--- src/rtl/life_pkg.sv ---
// Shared constants and types for the Game-of-Life board engine.
package life_pkg;

    localparam int LIFE_ROWS  = 15;
    localparam int LIFE_COLS  = 20;
    localparam int LIFE_GEN_W = 16;

    typedef logic [LIFE_COLS-1:0] row_t;

    typedef enum logic [1:0] {
        IDLE    = 2'd0,
        COMPUTE = 2'd1,
        COMMIT  = 2'd2
    } state_e;

endpackage

--- src/rtl/life_row_next.sv ---
// Combinational next-generation rule for one board row given its neighbour rows.
module life_row_next
    import life_pkg::*;
#(
    parameter int COLS = LIFE_COLS
) (
    input  logic [COLS-1:0] above,
    input  logic [COLS-1:0] cur,
    input  logic [COLS-1:0] below,
    output logic [COLS-1:0] next
);

    // One dead guard column on each side; cell c sits at padded index c+1.
    logic [COLS+1:0] a_p, c_p, b_p;

    assign a_p = {1'b0, above, 1'b0};
    assign c_p = {1'b0, cur,   1'b0};
    assign b_p = {1'b0, below, 1'b0};

    for (genvar c = 0; c < COLS; c++) begin : g_cell
        logic [3:0] cnt;

        assign cnt = 4'(a_p[c]) + 4'(a_p[c+1]) + 4'(a_p[c+2])
                   + 4'(c_p[c])                + 4'(c_p[c+2])
                   + 4'(b_p[c]) + 4'(b_p[c+1]) + 4'(b_p[c+2]);

        assign next[c] = (cnt == 4'd3) | (cur[c] & (cnt == 4'd2));
    end

endmodule

--- src/rtl/life_engine.sv ---
// Game-of-Life board: row-serial next-generation into a shadow buffer, atomic commit,
// combinational display read port and an IDLE-only row-load port.
module life_engine
    import life_pkg::*;
#(
    parameter int ROWS  = LIFE_ROWS,
    parameter int COLS  = LIFE_COLS,
    parameter int GEN_W = LIFE_GEN_W
) (
    input  logic             clk,
    input  logic             rst,
    input  logic             step,
    input  logic             load_en,
    input  logic [3:0]       load_row,
    input  logic [COLS-1:0]  load_data,
    input  logic [3:0]       rd_row,
    input  logic [4:0]       rd_col,
    output logic             rd_cell,
    output logic             busy,
    output logic             done,
    output logic [GEN_W-1:0] gen_count
);

    localparam logic [3:0] ROW_LIM  = 4'(ROWS);
    localparam logic [3:0] LAST_ROW = 4'(ROWS - 1);
    localparam logic [4:0] COL_LIM  = 5'(COLS);

    state_e                      state;
    logic [3:0]                  row_idx;
    logic [ROWS-1:0][COLS-1:0]   board;
    logic [ROWS-1:0][COLS-1:0]   shadow;
    logic [COLS-1:0]             above, cur, below, nxt;

    // Rows outside the board read as all-dead.
    always_comb begin
        above = '0;
        below = '0;
        cur   = board[row_idx];
        if (row_idx != 4'd0)
            above = board[row_idx - 4'd1];
        if (row_idx != LAST_ROW)
            below = board[row_idx + 4'd1];
    end

    life_row_next #(.COLS(COLS)) u_row_next (
        .above (above),
        .cur   (cur),
        .below (below),
        .next  (nxt)
    );

    always_comb begin
        rd_cell = 1'b0;
        if (rd_row < ROW_LIM && rd_col < COL_LIM)
            rd_cell = board[rd_row][rd_col];
    end

    assign busy = (state != IDLE);

    always_ff @(posedge clk) begin
        if (rst) begin
            state     <= IDLE;
            row_idx   <= '0;
            board     <= '0;
            shadow    <= '0;
            gen_count <= '0;
            done      <= 1'b0;
        end else begin
            done <= 1'b0;
            case (state)
                IDLE: begin
                    // Load wins over step when both arrive together.
                    if (load_en) begin
                        if (load_row < ROW_LIM)
                            board[load_row] <= load_data;
                    end else if (step) begin
                        row_idx <= '0;
                        state   <= COMPUTE;
                    end
                end
                COMPUTE: begin
                    shadow[row_idx] <= nxt;
                    if (row_idx == LAST_ROW)
                        state <= COMMIT;
                    else
                        row_idx <= row_idx + 4'd1;
                end
                COMMIT: begin
                    board     <= shadow;
                    gen_count <= gen_count + 1'b1;
                    done      <= 1'b1;
                    state     <= IDLE;
                end
                default: state <= IDLE;
            endcase
        end
    end

endmodule
--- config.mk ---
export PLATFORM = sky130hd
export DESIGN_NAME = life_engine
export DESIGN_NICKNAME = d
export VERILOG_FILES = /design/src/rtl/life_pkg.sv /design/src/rtl/life_row_next.sv /design/src/rtl/life_engine.sv
export SDC_FILE = /design/constraint.sdc
export NUM_CORES = 2
export LEC_CHECK = 0
export CORE_MARGIN = 2
export CORE_UTILIZATION = 60
export DETAILED_ROUTE_END_ITERATION = 12
export GPL_ROUTABILITY_DRIVEN = 0
export HOLD_SLACK_MARGIN = 0.05
export PLACE_DENSITY = 0.77
export SLEW_MARGIN = 20
export SYNTH_ARGS = -nofsm -noshare
export SYNTH_HDL_FRONTEND = slang
export SYNTH_SLANG_ARGS = --single-unit
export TNS_END_PERCENT = 1
--- constraint.sdc ---
create_clock -name clk -period 8.9 [get_ports clk]
set_input_delay 2.67 -clock clk [delete_from_list [all_inputs] [get_ports clk]]
set_output_delay 2.67 -clock clk [all_outputs]
set_load 0.05 [all_outputs]
# Word level (Yosys, flattened, before mapping)
# Cells that the tools add are included.
# classes
add_sub_neg	136
n_lt_le_gt_ge	11
n_eq_ne	50
n_mux	31
bitwise_logic	40
n_reduce_logical	11
# ops
operator	n
300-bit bitwise mux	2
300-bit two-way mux	2
300-bit case mux with 2 select lines	1
4-bit by 1-bit adder with 4-bit output	114
20-bit binary-select mux with 4-bit select	4
20-bit demux with 4-bit select	2
4-bit by 2-bit equality test with 1-bit output, second input constant	40
20-bit two-way mux	8
1-bit by 1-bit adder with 2-bit output	19
4-bit by 5-bit < comparator with 1-bit output, second input constant	5
1-bit bitwise AND	20
1-bit OR	20
16-bit by 1-bit adder with 16-bit output, second input constant	1
4-bit two-way mux	3
2-bit inequality test, second input constant	6
4-bit by 1-bit >= comparator with 1-bit output, second input constant	2
4-bit < comparator, second input constant	2
4-bit case mux with 2 select lines	1
5-bit by 6-bit < comparator with 1-bit output, second input constant	1
2-bit two-way mux	3
3-bit AND reduction	2
2-bit nonzero test	3
1-bit binary-select mux with 5-bit select	1
5-bit < comparator, second input constant	1
other kinds (12)	16
# word_totals
regBits	623
input_bits	37
output_inout_bits	19

# Depth between registers and ports, before layout
# logic_depth
ltp_word	15
mapped_depth	27
depth_no_buf	20

# Hierarchy
# From an unflattened synthesis, not the netlist that was laid out.
# unflattened
hier_cells	3988
hier_area_um2	37578.5
# by_module_without_submodules
module	instances	cells_per_inst	area_each_um2
life_engine	1	3630	34366.7
life_row_next	1	358	3211.8

# Worst setup path after synthesis
# OpenSTA, ideal clock, no wires.
# synth_path
kind	input -> output
startpoint	in rd_row[1]
endpoint	out rd_cell
arrival_time_ps	4960
required_time_ps	6230
slack_ps	1270
stages	8
cell_sequence	buf_2 buf_4 buf_2 buf_2 mux2i_1 a221o_1 a2111o_1 o21ai_1
# synth_between
elab_chain_cells	5
word_cells_on_any_way	7
# synth_lines
item	line	text
start: declaration	life_engine.sv:16	input logic [3:0] rd_row,
20-bit binary-select mux with 4-bit select	life_engine.sv:55	rd_cell = board[rd_row][rd_col];
20-bit two-way mux (implied by the code)	life_engine.sv:55	
1-bit binary-select mux with 5-bit select	life_engine.sv:55	
1-bit two-way mux (implied by the code)	life_engine.sv:55	
1-bit two-way mux *	life_engine.sv:54	if (rd_row < ROW_LIM && rd_col < COL_LIM)
end: declaration	life_engine.sv:18	output logic rd_cell,
# Every way passes the cells marked *; elsewhere a longest branch is shown, timed or not. The select of a mux whose other input is x is not followed.

# Final worst setup path
# layout_path
startpoint	in rd_row[0]
endpoint	out rd_cell
# The elaborated chain is that of the path after synthesis.

==> metrics.md <==
| Metric | Value |
|---|---|
| Status | finished, final reports clean |
| Vias | between 30000 and 40000 |
| CTS resizes | 0 |
| Post-place setup slack | between 700 and 800 ps |
| Rel. slew slack | 15.39% |
| I/O pin total | 56 |
| DR WL/cell | between 20 and 30 µm |
| Adder-cell area share of the yosys netlist | under 10% |
| H-tree levels | 2 |
| Reg2Reg Setup Slack | approximately 2000 ps |
| Share of the synthesized area in the top cell type | 32.57% |
| Hold Slack | roughly 450 ps |
| Syn Std Cell Area | approximately 0.038 mm² |
| Synth warn | 0 |
| IO buf count | 55 |
| Die ar. | 0.06585 mm² |
| Final wirelength | 136.0 mm |
| Area Overhead vs Synth | 6.497% |
| Post-DP Area | 0.03853 mm² |
| Clock-pin slew on the worst setup and hold paths | approximately 60 ps |
| Residual DRC count | 0 |
| Hold crit path type | reg2reg |
| Root buf cell | clkbuf_16 |
| Clk sinks | 623 |
| Final Net Count | just under 4000 |
| Crit Path Max Fanout | 39 |
| Peak supply drop | about 0.18 mV |
| Synth Register Bits | 623 |
| Critical path, cell by cell | buf_4 -> buf_4 -> mux4_2 -> nand2_1 -> o21ai_0 -> a221oi_1 -> o32ai_1 -> a21oi_1 -> o21ai_1 -> buf_12 |
| Fmax | 118.0 MHz |
| Core area | 0.06308 mm² |
| Drt first-iter violations | 5416 |
| Hold Vio Cnt, Final | 0 |
| Slowest cell on crit path | a221oi_1 |
| Worst-Skew Late Latency | 670 ps |
| Global-route wire length before repair | between 150 and 200 mm |
| Final Max Slew Viols | 0 |
| Clk buf depth | 3 |
| TritonCTS Buffers | 61 |
| Hold-fix buffers at CTS | 0 |
| Final worst-path cycle share | a little over nine tenths |
| Hpwl dp | 85.39 mm |
| Number of flops mapped to enable cells by yosys | 0 |
| Cell variety after synth | 78 |
| Post-CTS setup buffers | 0 |
| Xor/xnor share of the synthesized area | 0.5948% |
| Setup violators final | 0 |
| Clock skew | around 28 ps |
| Register area share after synthesis | between 30% and 40% |
| Critical Path RT | ~6200 ps |
| Top post-synthesis cells by count | 719 x nand2_1, 623 x dfxtp_1, 406 x mux2i_1, 365 x nor2_1, 326 x a21oi_1 |
| RSZ-0062 raised after global routing | no |
| Dominant cell type by area after synthesis | dfxtp_1 |
| Min Clock Period, post-route | roughly 8500 ps |
| Worst EP arrival | 5800 ps |
| Synth Instances | around 4000 |
| Antenna viol nets, final | 0 |
| Multiplexer area fraction after synthesis | 28.43% |
| Leak | 0.01521 µW |
| Simple-gate share of the synthesized area | 13.17% |
| Initial antenna violation count | 12 |
| Pin count of the biggest net entering global routing | 240 |
| Post-synthesis compound-gate area fraction | 13.08% |
| Crit path buf inv count | 3 |
| Delay-heaviest family, CP | compound AO/OA/AOI/OAI gates |
| Crit path launch type | input port |
| Actual slew at the worst max-slew pin | about 1300 ps |
| Critical path class | in2out |
| Largest family of logic cells by synthesized area | multiplexers |
| Mapped Avg Cell Area | 9.603 µm² |
| Final Worst Setup Slack | 428.6 ps |
| Die Y | 256.6 µm |
| Most common cell on crit path | buf_4 |
| Cell Rows | between 90 and 100 |
| Total track usage | 40.40% |
| Synth top area cells | dfxtp_1 33%, mux4_2 14%, mux2i_1 11% |
| CTS tree | done |
| Die width | 256.6 µm |
| Final instance area | about 0.041 mm² |
| Vias in the first global route | between 30000 and 40000 |
| Crit-path max cell delay | between 600 and 700 ps |
| Ys flop type | dfxtp_1 |
| 1st-pass router iterations | 10 |
| Cell with the most instances after synthesis | nand2_1 |
| Async SR Flop Fraction | 0% |
| Syn_nets | 4157 |
| CP endpoint kind | primary output |
| Max Cap Violations | 0 |
| PD cells | between 150 and 200 mW/mm² |
| Setup TNS | 0 ps |
| Drt via density | 7.096 |
| Layout cells sized above 1 | 13.27% |
| Remaining Overflow, GRT | 0 |
| Starting Density | 60.70% |
## logic make-up (layout without fill, tap and decap cells)
| logic type | after synthesis | after routing |
|---|---|---|
| other | 0 | 5 |
| adders and majority gates | 133 | 133 |
| AOI/OAI and AO/OA | 775 | 775 |
| buffers and inverters | 485 | 325 |
| DFF | 623 | 623 |
| muxes | 706 | 706 |
| xor gates and xnor gates | 26 | 26 |
| and+or+nand+nor | 1239 | 1239 |
## flip-flops by register name (all words and copies together) (netlist names)
register / count
board: 300
shadow: 300
gen_count: 16
row_idx: 4
state: 2
done: 1
## report_power, final
group          switching (µW)  internal, µW  leakage (µW)
clock network            1190          1670       0.00106
logic                     299           177       0.00913
registers                39.5          2800       0.00502
## layout make-up
cell class	instances	area, µm²
fill	5051	22310
sequential	623	12480
clock inverter	23	369.1
tap	846	1059
clock buffer	86	1803
inverter	99	371.6
antenna	5	12.51
multi-input combinational	2879	23600
timing repair buffer	117	1079
## placed cells by master (no fill, tap or decap), drive strengths merged, types with 21 or more instances in the layout
cell type	Yosys	final
a211oi	315	315
a21oi	327	327
and2	21	21
buf	119	68
clkbuf	266	86
clkdlybuf4s50	1	49
dfxtp	623	623
fa	76	76
ha	57	57
inv	98	99
mux2i	406	406
mux4	288	288
nand2	724	724
nor2	365	365
nor2b	31	31
nor3	21	21
o21ai	65	65
## routing by layer
metal	routed length [µm]	up-vias	track usage [%]
met4	9882	14	23.40
li1	-	13900	-
met5	110	-	0.1462
met1	46960	15720	51.41
met3	22800	735	17.62
met2	56260	2825	56.98
## worst reg2reg max path: cells and delay by family (launching register included)
family                   cells  cell delay [ps]
multiplexers                 3             1120
adder cells (fa/ha/maj)      5             2280
flip-flops                   1              650
AO/OA/AOI/OAI                2             1090
XOR/XNOR                     1              180
AND/OR/NAND/NOR              3              580
buffers and inverters        2              880
## per-stage QoR
stage	power (µW)	cells	util [%]
after floorplan	3242	3987	-
after global placement	3352	4563	61.07
after detailed placement	3359	4563	61.08
after CTS	6138	4672	64.53
after global routing	6278	4676	64.63
final	6172	4678	64.64
## path summary, 6_finish.rpt
| path | startpoint | end | cells past startpoint |
|---|---|---|---|
| worst min-delay path | shadow[45]$_SDFFE_PP0P_ | shadow[45]$_SDFFE_PP0P_ | 2 |
| worst max-delay path | rd_row[0] | rd_cell | 10 |
| worst max register to register | row_idx[1]$_SDFFE_PP0P_ | shadow[173]$_SDFFE_PP0P_ | 16 |
| worst min register to register | shadow[45]$_SDFFE_PP0P_ | shadow[45]$_SDFFE_PP0P_ | 2 |
No activity file was read; power rests on OpenSTA's default activity.
